==> config.mk <==
export PLATFORM = sky130hd
export DESIGN_NAME = mcu_run_sequencer
export DESIGN_NICKNAME = d
export VERILOG_FILES = /design/src/rtl/mcu_run_sequencer.sv
export SDC_FILE = /design/constraint.sdc
export NUM_CORES = 1
export LEC_CHECK = 0
export ABC_CLOCK_PERIOD_IN_PS = 10100
export CAP_MARGIN = 20
export CORE_AREA = 2 2 234 294
export DETAILED_ROUTE_END_ITERATION = 8
export DIE_AREA = 0 0 236 296
export PLACE_DENSITY = 0.54
export SLEW_MARGIN = 40
export SYNTH_ARGS = -nofsm -noshare
export SYNTH_HDL_FRONTEND = slang
export SYNTH_SLANG_ARGS = --single-unit
==> constraint.sdc <==
create_clock -name CLK -period 10.1 [get_ports CLK]
set_input_delay 2.02 -clock CLK [delete_from_list [all_inputs] [get_ports CLK]]
set_output_delay 2.02 -clock CLK [all_outputs]
set_load 0.05 [all_outputs]
==> src/rtl/mcu_run_sequencer.sv <==
// mcu_run_sequencer
//   Run controller and port monitor for the MCU51 core. It sequences
//   WARM -> SRST -> RUN -> DONE, drives the core's active-high soft reset and,
//   while in RUN, timestamps every change on the monitored ports into a
//   show-ahead event FIFO that is read over valid/ready.
//
// Ports
//   CLK        clock, rising edge
//   resetn     synchronous reset, active low
//   ports_in   monitored ports, port k = ports_in[k*PW +: PW]
//   restart    one-cycle pulse, honoured only in DONE
//   core_reset soft reset to the core, active high (high exactly in SRST)
//   done       high in DONE
//   evt_valid  FIFO head valid
//   evt_ready  consumer accepts the head
//   evt_mask   ports that changed in the head event
//   evt_data   full port snapshot taken with the change
//   evt_time   RUN-cycle index of the change, saturating
//   overflow   sticky: at least one event was dropped
//   drop_cnt   number of dropped events, saturating at 255
module mcu_run_sequencer #(
  parameter int unsigned NPORTS     = 4,
  parameter int unsigned PW         = 8,
  parameter int unsigned HOLD_CYC   = 500,
  parameter int unsigned RST_CYC    = 100,
  parameter int unsigned RUN_CYC    = 2700,
  parameter int unsigned FIFO_DEPTH = 8,
  parameter int unsigned TW         = 16
) (
  input  logic                   CLK,
  input  logic                   resetn,
  input  logic [NPORTS*PW-1:0]   ports_in,
  input  logic                   restart,
  output logic                   core_reset,
  output logic                   done,
  output logic                   evt_valid,
  input  logic                   evt_ready,
  output logic [NPORTS-1:0]      evt_mask,
  output logic [NPORTS*PW-1:0]   evt_data,
  output logic [TW-1:0]          evt_time,
  output logic                   overflow,
  output logic [7:0]             drop_cnt
);

  localparam int unsigned DW = NPORTS * PW;
  localparam int unsigned EW = NPORTS + DW + TW;
  localparam int unsigned AW = $clog2(FIFO_DEPTH);

  localparam logic [1:0] StWarm = 2'd0;
  localparam logic [1:0] StSrst = 2'd1;
  localparam logic [1:0] StRun  = 2'd2;
  localparam logic [1:0] StDone = 2'd3;

  // Largest representable timestamp; the run counter clamps to it.
  localparam logic [31:0] TMax = 32'((64'd1 << TW) - 64'd1);

  logic [1:0]    state_q, state_d;
  logic [31:0]   cnt_q, cnt_d;
  logic [DW-1:0] prev_q;

  logic [AW:0]   wptr_q, rptr_q;
  logic [EW-1:0] mem_q [FIFO_DEPTH];
  logic [EW-1:0] last_q;
  logic          overflow_q;
  logic [7:0]    drop_cnt_q;

  logic [NPORTS-1:0] mask;
  logic [TW-1:0]     t_sat;
  logic              push_req, pop, push_ok, drop;
  logic              full, empty;
  logic [EW-1:0]     head;

  // ---------------------------------------------------------------------------
  // Sequencer FSM; the single counter restarts on every state change.
  // ---------------------------------------------------------------------------
  always_comb begin
    state_d = state_q;
    cnt_d   = cnt_q + 32'd1;
    unique case (state_q)
      StWarm: begin
        if (cnt_q == HOLD_CYC - 1) begin
          state_d = StSrst;
          cnt_d   = '0;
        end
      end
      StSrst: begin
        if (cnt_q == RST_CYC - 1) begin
          state_d = StRun;
          cnt_d   = '0;
        end
      end
      StRun: begin
        if (cnt_q == RUN_CYC - 1) begin
          state_d = StDone;
          cnt_d   = '0;
        end
      end
      StDone: begin
        cnt_d = cnt_q;
        if (restart) begin
          state_d = StSrst;
          cnt_d   = '0;
        end
      end
      default: begin
        state_d = StWarm;
        cnt_d   = '0;
      end
    endcase
  end

  always_ff @(posedge CLK) begin
    if (!resetn) begin
      state_q <= StWarm;
      cnt_q   <= '0;
    end else begin
      state_q <= state_d;
      cnt_q   <= cnt_d;
    end
  end

  assign core_reset = (state_q == StSrst);
  assign done       = (state_q == StDone);

  // ---------------------------------------------------------------------------
  // Change detection. prev_q samples every edge, so the first RUN cycle
  // compares against the last SRST sample and RUN entry raises no event.
  // ---------------------------------------------------------------------------
  always_ff @(posedge CLK) begin
    prev_q <= ports_in;
  end

  always_comb begin
    mask = '0;
    for (int unsigned k = 0; k < NPORTS; k++) begin
      mask[k] = (ports_in[k*PW +: PW] != prev_q[k*PW +: PW]);
    end
  end

  assign t_sat    = (cnt_q > TMax) ? TMax[TW-1:0] : cnt_q[TW-1:0];
  assign push_req = (state_q == StRun) && (mask != '0);

  // ---------------------------------------------------------------------------
  // Event FIFO: extra pointer MSB distinguishes full from empty.
  // ---------------------------------------------------------------------------
  assign empty   = (wptr_q == rptr_q);
  assign full    = (wptr_q[AW] != rptr_q[AW]) && (wptr_q[AW-1:0] == rptr_q[AW-1:0]);
  assign pop     = !empty && evt_ready;
  // A pop on the same edge frees a slot, so a full FIFO still accepts the push.
  assign push_ok = push_req && (!full || pop);
  assign drop    = push_req && full && !pop;

  always_ff @(posedge CLK) begin
    if (push_ok) begin
      mem_q[wptr_q[AW-1:0]] <= {mask, ports_in, t_sat};
    end
  end

  always_ff @(posedge CLK) begin
    if (!resetn) begin
      wptr_q     <= '0;
      rptr_q     <= '0;
      overflow_q <= 1'b0;
      drop_cnt_q <= '0;
      last_q     <= '0;
    end else begin
      if (push_ok) begin
        wptr_q <= wptr_q + (AW+1)'(1);
      end
      if (pop) begin
        rptr_q <= rptr_q + (AW+1)'(1);
      end
      if (drop) begin
        overflow_q <= 1'b1;
        if (drop_cnt_q != 8'hFF) begin
          drop_cnt_q <= drop_cnt_q + 8'd1;
        end
      end
      // Remember the presented head so outputs hold once the FIFO empties.
      if (!empty) begin
        last_q <= head;
      end
    end
  end

  always_comb begin
    head = mem_q[rptr_q[AW-1:0]];
    if (empty) begin
      head = last_q;
    end
  end

  assign evt_valid = !empty;
  assign evt_mask  = head[EW-1 -: NPORTS];
  assign evt_data  = head[TW +: DW];
  assign evt_time  = head[TW-1:0];
  assign overflow  = overflow_q;
  assign drop_cnt  = drop_cnt_q;

endmodule
; ---- After elaboration in Yosys (flattened, before gate mapping)
; Memory sizes are Yosys's and may differ from the RTL's. A register that Yosys moved wholly into a read port is not among the register bits.
; Index checks and enable logic that the tools add are counted.
[totals]
reg_bits = 135
output_inout_bits = 64
mem_count = 1
ram_bits = 416
input_bits = 36
word_cells = 62
[mem_list]
columns = memory, depth, word_bits, read_ports, rd_clocked_by_memory_dff, write_ports, line
row1 = mem_q, 8, 52, 1, 1, 1, 62  ; logic [EW-1:0] mem_q [FIFO_DEPTH];
[op_classes]
n_reduce_logical = 14
addsub = 4
n_lt_le_gt_ge = 1
eq_ne = 18
muxes = 16
[op_table]
columns = op, n
row1 = 32-bit two-way mux, 4
row2 = 32-bit case mux with 4 select lines, 1
row3 = 52-bit two-way mux, 1
row4 = "32-bit by 1-bit adder with 32-bit output, second input constant", 1
row5 = "32-bit by 12-bit equality test with 1-bit output, second input constant", 1
row6 = "32-bit by 7-bit equality test with 1-bit output, second input constant", 1
row7 = "32-bit by 9-bit equality test with 1-bit output, second input constant", 1
row8 = "32-bit by 16-bit > comparator with 1-bit output, second input constant", 1
row9 = 8-bit inequality test, 4
row10 = 16-bit two-way mux, 1
row11 = "4-bit by 1-bit adder with 4-bit output, second input constant", 2
row12 = "8-bit by 1-bit adder with 8-bit output, second input constant", 1
row13 = 2-bit two-way mux, 4
row14 = "8-bit inequality test, second input constant", 1
row15 = 2-bit case mux with 4 select lines, 1
row16 = 1-bit logical AND, 6
row17 = 3-bit two-way mux, 2
row18 = "2-bit inequality test, second input constant", 3
row19 = "2-bit equality test, second input constant", 2
row20 = 4-bit equality test, 1
row21 = 4-bit AND reduction, 1
row22 = 4-bit nonzero test, 1
row23 = 3-bit equality test, 1
row24 = 1-bit logical NOT, 3
row25 = other kinds (7), 8

; ---- Depth between registers and ports, before layout
; Gate-level depths: netlist (run 1).
[depth]
word_depth = 7
mapped_depth = 10
depth_no_buf = 8

; ---- Worst setup path after synthesis (run 1)
; No wires, ideal clock.
[synth_timing]
path_kind = input -> register
from = input ports_in[26]
to = memory mem_q[4][0] in the netlist's numbering (enable)
required_ns = 9.490
arrival_ns = 8.384
n_path_buf = 1
slack_ns = 1.107
setup_ns = 0.610
path_stages = 7
cell_sequence = xor2_1 nor4_1 nand2_1 or4_1 clkbuf_1 nand3_1 nor4b_1
[synth_via]
elab_chain_cells = 6
[synth_lines]
columns = item, line
row1 = "start, declared", 32  ; input logic [NPORTS*PW-1:0] ports_in,
row2 = 8-bit inequality test, 136  ; mask[k] = (ports_in[k*PW +: PW] != prev_q[k*PW +: PW]);
row3 = via mask[3], 67  ; logic [NPORTS-1:0] mask;
row4 = 4-bit nonzero test, 141  ; assign push_req = (state_q == StRun) && (mask != '0);
row5 = 1-bit logical AND, 141
row6 = 1-bit logical AND, 150  ; assign push_ok = push_req && (!full || pop);
row7 = 1-bit two-way mux, 154  ; if (push_ok) begin
row8 = 1-bit two-way mux (implied by the code), 155  ; mem_q[wptr_q[AW-1:0]] <= {mask, ports_in, t_sat};
row9 = "end, declared", 62
; The timed path passes the listed nets, and every way through them passes these cells.

==> results of run 1 <==
## cell usage after synthesis (4+ instances only)
library cell	number
nor3_1	8
mux4_2	104
or2_2	15
nand3_1	17
edfxtp_1	416
and4_1	4
inv_1	9
buf_1	9
and2_1	54
nor4_1	15
o21ai_0	52
xor2_1	48
xnor2_1	20
clkbuf_1	41
and4b_1	4
nor2b_1	4
buf_2	11
nor2_1	49
ha_1	10
nand2_1	89
nand2b_1	15
mux2i_1	66
nor4b_1	5
dfxtp_1	138
nand4_1	13
and3_1	4
## worst max-delay path, stage by stage (launching register included)
cell             delay, ps
dfxtp_4                660
buf_12                 290
buf_4                  610
mux4_2                 330
mux2i_1                110
o21ai_0                420
clkdlybuf4s50_1        890
## area by class of cell
class / instances / area, sq um / share of cell area
clock buffers: 79 / 1530 / 0.0609
inverters: 9 / 33.8 / 0.00135
repair buffers: 117 / 1180 / 0.0469
well taps: 872 / 1090 / 0.0435
clock inverters: 21 / 211 / 0.00843
flip-flops and latches: 554 / 15300 / 0.609
multi-input cells: 620 / 5770 / 0.230
## logic make-up (layout without fill, tap and decap cells)
family | count (synthesis) | in the layout | share of synthesized area
adder cells (fa/ha/maj) | 10 | 10 | 0.00589
flip-flops | 554 | 554 | 0.718
multiplexers | 170 | 170 | 0.141
AO/OA/AOI/OAI | 63 | 63 | 0.0167
AND/OR/NAND/NOR | 309 | 309 | 0.0767
XOR/XNOR | 68 | 68 | 0.0280
buffers and inverters | 72 | 226 | 0.0139
## metal layers
| layer | GRT usage | share of wire | vias to the layer above |
|---|---|---|---|
| met1 | 0.154 | 0.42 | 5384 |
| met5 | 0 | 0 | - |
| met4 | 0.0374 | 0.021 | 0 |
| met2 | 0.229 | 0.52 | 157 |
| li1 | - | - | 4972 |
| met3 | 0.0226 | 0.037 | 67 |
## registers in the layout, indices dropped and copies added, names as in the netlist, named ones only
signal and count:
mem_q 416, last_q 52, cnt_q 32, prev_q 32, drop_cnt 8, rptr_q 4
wptr_q 4, state_q 2, overflow 1
## how the worst max path moves through the flow
stage,startpoint,to,slack (ps),cells after the start
2_1_floorplan,ports_in[26],mem_q[4][0],1110,7
3_3_place_gp,ports_in[2],mem_q[5][23],4080,8
3_5_place_dp,ports_in[2],mem_q[5][26],3980,8
4_1_cts,flip-flop,evt_mask[0],3970,6
5_1_grt,flip-flop,evt_mask[0],3930,6
6_report,flip-flop,evt_mask[0],4160,6
## report_power, final
| group | total (uW) | switching [uW] | internal (uW) |
|---|---|---|---|
| clock | 1970 | 843 | 1130 |
| sequential | 2460 | 8.85 | 2450 |
| combinational | 150 | 94.3 | 56.1 |
## per-stage QoR
| step | worst slack, ps | total power, uW |
|---|---|---|
| floorplan | 1110 | 2600 |
| global placement | 4080 | 2660 |
| detailed placement | 3980 | 2660 |
| CTS | 3970 | 4640 |
| global route | 3930 | 4740 |
| finish | 4160 | 4580 |
==> results.txt, run 1 <==
----------------------------------------------------
[Setup path]
  Critical path arrival ... 3920 ps
  Worst-case reg-to-reg path depth ... 7
  Req. time, crit path ... 8080 ps
  Largest fanout on the critical path ... 43
  Critical path endpoint category ... output pin
  Category of the worst setup path launch point ... flip-flop
  Critical register-to-register path startpoint ... prev_q[10]
  Worst-case register-to-register setup slack ... around 6700 ps
  Capture instance of the worst register-to-register path ... mem_q[5][14]
  Class of the most critical setup path ... flip-flop to output pin

[Clocking]
  Post-CTS Setup Inserts ... 0
  Clock buffers created by TritonCTS ... 53
  Resized cells post-CTS ... 0
  Clock input transition at the sequential cells of the worst setup and hold paths ... 60 ps
  Clock insertion delay at the later pin of the skew report ... 600 ps
  Number of clock sinks seen by CTS ... 554
  CTS tree ... yes
  Root cell of the clock tree ... clkbuf_16
  Hold buffer count at CTS ... 0
  H-tree depth reported by CTS ... 2
  Clock Path Buffers ... 3

[Final layout]
  Antenna diode count ... 0
  Fraction of layout cells with a size suffix above 1 ... 0.167
  Most common cell after layout, fill and taps aside ... edfxtp_1
  Cell area after layout ... 25100 sq um
  Cell Count, Final, Fillers Out ... 2272
  Most frequent cells in the layout ... edfxtp_1, dfxtp_1, mux4_2
  Filler instances ... between 6k and 7k
  Count of nets after finishing ... 1401
  Post-Route Utilization ... 0.372
  Area Growth Syn to Fin ... 18.0%

[Floorplanning]
  # IOs ... 100
  Full die area ... 69900 sq um
  Initial Util ... 0.316
  Number of rows in the core area ... 107
  Core Footprint ... 67300 sq um
  Horizontal die dimension ... roughly 240 um
  Die height ... 296 um

[Placed design]
  Total cell area at the placement stage ... 23300 sq um
  Count of input and output buffers ... 99
  Final estimated routing congestion in global placement ... 0.686
  Post-DP HPWL ... 24.1 mm
  Instance count after placement with tap cells included ... between 2k and 2.5k

[Yosys]
  Sequential element share of the synthesized area ... 0.718
  Leading cell types by total area after synthesis ... edfxtp_1, dfxtp_1, mux4_2
  Post-synth EDFFs ... 416
  Yosys warns ... 0
  Flip-flop cell with the highest count after synthesis ... edfxtp_1
  Number of standard cells after synthesis ... 1246
  Async SR Flop Fraction ... 0
  Top-area cell type share of the netlist area ... 0.588
  Flip-flop and latch count after synthesis ... 554
  Post-Synthesis Cell Area ... 21300 sq um
  Library cells used by synthesis ... 46
  Leading area contributor after synthesis ... edfxtp_1
  Mean instance size in the synthesized netlist ... around 17 sq um
  Nets in the synthesized netlist ... approximately 1.3k

[GRT]
  Largest net degree at the start of global routing ... 106
  Via count of the first global-routing pass ... 11.2k
  Antenna violations before repair ... 0
  Total overflow reported by the global router ... 0
  Total Routing Usage GR ... 0.127
  Global-route wire length before repair ... 67.2 mm

[STA]
  Fin Clk Skew ... 19.2 ps
  Setup-violating endpoint count in the final report ... 0
  Number of failing hold endpoints at the final stage ... 0
  Max-slew violation count ... 0
  Highest attainable clock frequency ... ~0.17 GHz
  Share of the cycle needed by the critical path after routing ... 0.588
  RSZ-0062 raised after global routing ... false
  Tightest hold margin ... 481 ps
  Max transition margin ... 0.438
  Total Negative Setup Slacks ... 0 ps
  Clock period minus final worst setup slack ... about 6000 ps
  Actual slew at the worst max-slew pin ... between 800 and 900 ps

[Pwr]
  Total power density per cell area ... 183 nW/um^2
  Peak supply drop ... 0.116 mV
  Lkg Pwr ... 0.00795 uW

[Detailed routing]
  Initial DRC count ... 518
  Detail-routed via count per cell ... 4.66
  Detailed-router iteration count before antenna repair ... 4
  Number of antenna-violating nets in the routed design ... 0
  Total via count after detailed routing ... between 10k and 15k
  Number of remaining DRC errors ... 0
  Drt wl/cell ... 19.3 um
  Total wirelength of the detailed-routed design ... 43.9 mm

[Hold path]
  Worst hold path cell count ... 2
  Worst hold path endpoint ... overflow
  Worst min-delay path category ... flip-flop to flip-flop
  Hold Crit Start ... overflow

[Status]
  Result of the run ... finished, final reports clean

[Flow run]
  Max Cap Viol ... 0

----------------------------------------------------
No activity file was read; power rests on OpenSTA's default activity.
==> run 2, diff against run 1 <==
ABC_CLOCK_PERIOD_IN_PS = 5480   (was 10100)
clock period = 5.48 ns   (was 10.1 ns; I/O delays follow)
==> results.txt, run 2 (synthesized netlist as in run 1, its figures left out) <==
----------------------------------------------------
[GRT]
  Antenna violations before repair ... 0 (unchanged)
  Largest net degree at the start of global routing ... 83 (-22%)
  Total Routing Usage GR ... 0.127 (about the same)
  Total overflow reported by the global router ... 0 (unchanged)
  Via count of the first global-routing pass ... 11.2k (-0.21%)
  Global-route wire length before repair ... 67.2 mm (about the same)

[Setup path]
  Timing startpoint of the critical path ... wptr_q[2]
  Critical register-to-register path startpoint ... prev_q[10]
  Capture instance of the worst register-to-register path ... mem_q[3][15]
  Worst Setup EP ... evt_time[10]
  CP top delay family ... buffers and inverters
  Req. time, crit path ... 4380 ps (-3700 ps)
  Critical path endpoint category ... output pin
  Worst-case reg-to-reg path depth ... 7 (unchanged)
  Critical path depth in cells ... 7 (+1)
  Critical-path cell list ... xnor2_1 > nand3_1 > nor2b_4 > buf_4 > nand2_1 > o21ai_0 > clkdlybuf4s50_1
  Slowest CP cell ... clkdlybuf4s50_1
  Largest fanout on the critical path ... 32 (-26%)
  Category of the worst setup path launch point ... flip-flop
  Class of the most critical setup path ... flip-flop to output pin
  Worst path buffer plus inverter count ... 2 (-1)
  Worst-case register-to-register setup slack ... 2090 ps (-4620 ps)
  Critical Path Max Stage Delay ... 920 ps (+30 ps)
  Critical path arrival ... 3730 ps (-190 ps)

[Flow run]
  Max Cap Viol ... 0 (unchanged)

[Floorplanning]
  Die height ... 296 um (unchanged)
  Horizontal die dimension ... 236 um (unchanged)
  Full die area ... 69900 sq um (unchanged)
  # IOs ... 100 (unchanged)
  Number of rows in the core area ... 107 (unchanged)
  Initial Util ... 0.316 (unchanged)
  Core Footprint ... 67300 sq um (unchanged)

[STA]
  Max-slew violation count ... 0 (unchanged)
  Tightest hold margin ... 493 ps (+12.0 ps)
  Clock period minus final worst setup slack ... 4830 ps
  Highest attainable clock frequency ... 0.207 GHz
  Fin Clk Skew ... 36.0 ps (+16.8 ps)
  Number of failing hold endpoints at the final stage ... 0 (unchanged)
  Max transition margin ... 0.460 (+0.0211)
  RSZ-0062 raised after global routing ... false
  Setup-violating endpoint count in the final report ... 0 (unchanged)
  Actual slew at the worst max-slew pin ... 811 ps (-31.7 ps)
  Share of the cycle needed by the critical path after routing ... 0.881

[Final layout]
  Area Growth Syn to Fin ... 18.3%
  Cell Count, Final, Fillers Out ... 2279 (+0.31%)
  Largest register FFs ... 416 (unchanged)
  Cell area after layout ... 25100 sq um (+0.29%)
  Most common cell after layout, fill and taps aside ... edfxtp_1
  Most frequent cells in the layout ... edfxtp_1, dfxtp_1, mux4_2
  Fraction of layout cells with a size suffix above 1 ... 0.172 (+0.00485)
  Antenna diode count ... 0 (unchanged)
  Count of nets after finishing ... 1409 (+0.57%)
  Post-Route Utilization ... 0.373 (+0.00108)

[Detailed routing]
  Drt wl/cell ... 19.3 um (-0.19%)
  Total wirelength of the detailed-routed design ... 43.9 mm (+0.12%)
  Number of antenna-violating nets in the routed design ... 0 (unchanged)
  Total via count after detailed routing ... 10.6k (+0.43%)
  Initial DRC count ... 552 (+6.6%)
  Detailed-router iteration count before antenna repair ... 5 (+1)
  Detail-routed via count per cell ... 4.66 (+0.12%)
  Number of remaining DRC errors ... 0 (unchanged)

[Clocking]
  Resized cells post-CTS ... 0 (unchanged)
  Number of clock sinks seen by CTS ... 554 (unchanged)
  Clock buffers created by TritonCTS ... 53 (unchanged)
  CTS tree ... yes
  Post-CTS Setup Inserts ... 0 (unchanged)
  H-tree depth reported by CTS ... 2 (unchanged)
  Hold buffer count at CTS ... 0 (unchanged)
  Clock Path Buffers ... 3 (unchanged)
  Root cell of the clock tree ... clkbuf_16
  Clock input transition at the sequential cells of the worst setup and hold paths ... 60 ps (about the same)
  Clock insertion delay at the later pin of the skew report ... 610 ps (about the same)

[Hold path]
  Worst min-delay path category ... flip-flop to flip-flop

[Placed design]
  Post-DP HPWL ... 25.2 mm (+4.3%)
  Final estimated routing congestion in global placement ... 0.681 (-0.73%)
  Instance count after placement with tap cells included ... 2180 (+0.37%)
  Total cell area at the placement stage ... 23500 sq um (+0.65%)
  Count of input and output buffers ... 99 (unchanged)

[Pwr]
  Lkg Pwr ... 0.00801 uW (+0.64%)
  Peak supply drop ... 0.218 mV (+88%)
  Total power density per cell area ... 332 nW/um^2 (+82%)

[Status]
  Result of the run ... finished, final reports clean

----------------------------------------------------
## run 2: cell count changes in the layout (fill, tap and decap cells not counted), moves of 2 or more
cell / change
clkinv_1: +2
clkinvlp_4: -2
buf_4: +8
nor3_2: +2
buf_12: +9
clkbuf_1: -2
clkinv_2: +5
clkbuf_8: -3
buf_6: -8
## run 2: metal layers
| layer | up-vias | part of all wire | global-route usage |
|---|---|---|---|
| met5 | - | 0 | 0 |
| met4 | 0 | 0.022 | 0.0373 |
| met3 | 60 | 0.035 | 0.0227 |
| met2 | 154 | 0.51 | 0.228 |
| met1 | 5408 | 0.43 | 0.155 |
| li1 | 5003 | - | - |
## run 2: worst register-to-register path, delay by kind of cell (launching register included)
family,cells,cell delay [ps]
simple gates,5,2320
flops,1,300
buf+inv,1,270
xor+xnor,1,160
## run 2: final cells by class
type	count	area, sq um
Clock inverter	25	203
Inverter	9	33.8
Sequential cell	554	15300
Tap cell	872	1090
Clock buffer	74	1470
Fill cell	6243	42200
Multi-Input combinational cell	620	5780
Timing Repair Buffer	125	1310
## run 2: power breakdown
part	internal (uW)	switching (uW)
clock network	1970	1560
logic	105	173
registers	4520	17.8
## run 2: stage by stage
stage	power, uW	setup TNS [ps]	setup slack (ps)
floorplan	4800	-544930	-2590
global placement	4910	0	651
detailed placement	4910	0	612
CTS	8470	0	530
global route	8650	0	296
finish	8350	0	650
## run 2: worst min-delay path by stage
stage,depth (start not counted),start,slack [ps],endpoint
3_3_place_gp,2,wptr_q[3],470,wptr_q[3]
4_1_cts,2,wptr_q[3],490,wptr_q[3]
5_1_grt,2,wptr_q[3],520,wptr_q[3]
2_1_floorplan,2,wptr_q[3],460,wptr_q[3]
6_report,2,cnt_q[0],490,cnt_q[0]
3_5_place_dp,2,wptr_q[3],480,wptr_q[3]
==> run 3, diff against run 2 <==
GPL_TIMING_DRIVEN = 0   (was not set)
==> results.txt, run 3 (synthesized netlist as in run 1, its figures left out) <==
----------------------------------------------------
[Status]
  Result of the run ... finished, final reports clean

[Clocking]
  Clock insertion delay at the later pin of the skew report ... 600 ps (about the same)
  Clock Path Buffers ... 3 (unchanged)
  Root cell of the clock tree ... clkbuf_16
  Resized cells post-CTS ... 14 (+14)
  Hold buffer count at CTS ... 0 (unchanged)
  Clock input transition at the sequential cells of the worst setup and hold paths ... 70 ps (about the same)
  Post-CTS Setup Inserts ... 0 (unchanged)
  Number of clock sinks seen by CTS ... 554 (unchanged)
  Clock buffers created by TritonCTS ... 53 (unchanged)
  CTS tree ... yes
  H-tree depth reported by CTS ... 2 (unchanged)

[STA]
  Setup-violating endpoint count in the final report ... 0 (unchanged)
  Clock period minus final worst setup slack ... 5250 ps (+420 ps)
  Number of failing hold endpoints at the final stage ... 0 (unchanged)
  Share of the cycle needed by the critical path after routing ... 0.958 (+0.0766)
  Actual slew at the worst max-slew pin ... 824 ps (+13.8 ps)
  Fin Clk Skew ... 15.6 ps (-20.3 ps)
  RSZ-0062 raised after global routing ... false
  Max transition margin ... 0.450 (-0.00922)
  Min setup slack post-route ... 231 ps (-420 ps)
  Highest attainable clock frequency ... 0.191 GHz (-8.0%)
  Max-slew violation count ... 0 (unchanged)
  Total Negative Setup Slacks ... 0 ps (unchanged)

[Hold path]
  Hold Crit Start ... wptr_q[3]
  Worst min-delay path category ... flip-flop to flip-flop
  Worst hold path cell count ... 2 (unchanged)

[Placed design]
  Minimum setup slack after placement ... -471 ps (-1080 ps)
  Count of input and output buffers ... 98 (-1.0%)
  Final estimated routing congestion in global placement ... 0.702 (+3.1%)
  Post-DP HPWL ... 33.8 mm (+34%)

[Detailed routing]
  Total wirelength of the detailed-routed design ... 48.3 mm (+9.9%)
  Detail-routed via count per cell ... 4.70 (+0.72%)
  Number of remaining DRC errors ... 0 (unchanged)
  Initial DRC count ... 615 (+11%)
  Number of antenna-violating nets in the routed design ... 0 (unchanged)
  Detailed-router iteration count before antenna repair ... 4 (-1)
  Drt wl/cell ... 20.1 um (+4.2%)
  Total via count after detailed routing ... 11.3k (+6.3%)

[Floorplanning]
  Die height ... 296 um (unchanged)
  Horizontal die dimension ... 236 um (unchanged)
  Initial Util ... 0.316 (unchanged)
  Number of rows in the core area ... 107 (unchanged)
  Full die area ... 69900 sq um (unchanged)
  # IOs ... 100 (unchanged)
  Core Footprint ... 67300 sq um (unchanged)

[Setup path]
  Cell seen most often among critical-path stages ... clkbuf_1
  Worst-case register-to-register setup slack ... 1230 ps (-860 ps)
  Critical path endpoint category ... output pin
  Critical register-to-register path startpoint ... prev_q[7]
  Critical path arrival ... 4150 ps (+420 ps)
  Worst-case reg-to-reg path depth ... 13 (+6)
  Class of the most critical setup path ... flip-flop to output pin
  Slowest CP cell ... clkdlybuf4s50_1
  Largest fanout on the critical path ... 10 (-69%)
  Critical-path cell list ... clkbuf_1 > xnor2_1 > nand3_1 > nor2b_4 > buf_2 > clkbuf_1 > nand2_1 > o21ai_0 > clkdlybuf4s50_1
  Timing startpoint of the critical path ... wptr_q[0]
  Category of the worst setup path launch point ... flip-flop
  Critical Path Max Stage Delay ... 860 ps (-60 ps)
  Req. time, crit path ... 4380 ps (about the same)

[Final layout]
  Most common cell after layout, fill and taps aside ... edfxtp_1
  Largest register FFs ... 416 (unchanged)
  Area Growth Syn to Fin ... 21.9%
  Most frequent cells in the layout ... edfxtp_1, dfxtp_1, mux4_2
  Count of nets after finishing ... 1532 (+8.7%)
  Post-Route Utilization ... 0.385 (+0.0114)
  Fraction of layout cells with a size suffix above 1 ... 0.223 (+0.0507)

[GRT]
  Total Routing Usage GR ... 0.141 (+0.0140)
  Total overflow reported by the global router ... 0 (unchanged)
  Antenna violations before repair ... 0 (unchanged)
  Global-route wire length before repair ... 73.9 mm (+9.9%)
  Largest net degree at the start of global routing ... 26 (-69%)
  Via count of the first global-routing pass ... 11.9k (+6.7%)

[Pwr]
  Lkg Pwr ... 0.00882 uW (+10%)
  Total power density per cell area ... 338 nW/um^2 (+1.7%)
  Final Power ... 8750 uW (+4.8%)
  Peak supply drop ... 0.248 mV (+14%)

[Flow run]
  Max Cap Viol ... 0 (unchanged)

----------------------------------------------------
[run 3: worst max-delay path, delay by kind of cell, from the launching register on]
family	cells	cell delay, ps
AOI/OAI and AO/OA	1	110
xor gates and xnor gates	1	180
buffers and inverters	4	2150
DFF	1	350
and+or+nand+nor	3	740
[run 3: power breakdown]
| part | switching, uW | internal, uW | total, uW |
|---|---|---|---|
| Clock | 1590 | 2320 | 3920 |
| Combinational | 184 | 108 | 292 |
| Sequential | 15.4 | 4520 | 4540 |
[run 3: worst paths after layout]
| path | endpoint |
|---|---|
| max | evt_data[27] |
| min | wptr_q[3] |
| max reg2reg | mem_q[4][18] |
| min reg2reg | wptr_q[3] |
[run 3: final cells by class]
type	instances	area, sq um
multi-input combinational	620	5780
fill	6161	41400
timing repair buffer	185	1560
tap	872	1090
inverter	9	33.8
clock inverter	21	279
buffer	63	282
sequential	554	15300
clock buffer	79	1640
antenna	2	5.00
[run 3: through the flow]
| step | instance area (sq um) | hold WS, ps | std cells |
|---|---|---|---|
| 2_1_floorplan | 21300 | 456 | 1246 |
| 3_3_place_gp | 23300 | 469 | 2216 |
| 3_5_place_dp | 24000 | 479 | 2303 |
| 4_1_cts | 25900 | 489 | 2403 |
| 5_1_grt | 25900 | 515 | 2403 |
| 6_report | 25900 | 484 | 2405 |
[run 3: layer usage]
| layer | share of wire | track usage |
|---|---|---|
| met3 | 0.040 | 0.0252 |
| met4 | 0.017 | 0.0359 |
| met1 | 0.42 | 0.173 |
| met5 | 0 | 0 |
| met2 | 0.52 | 0.255 |
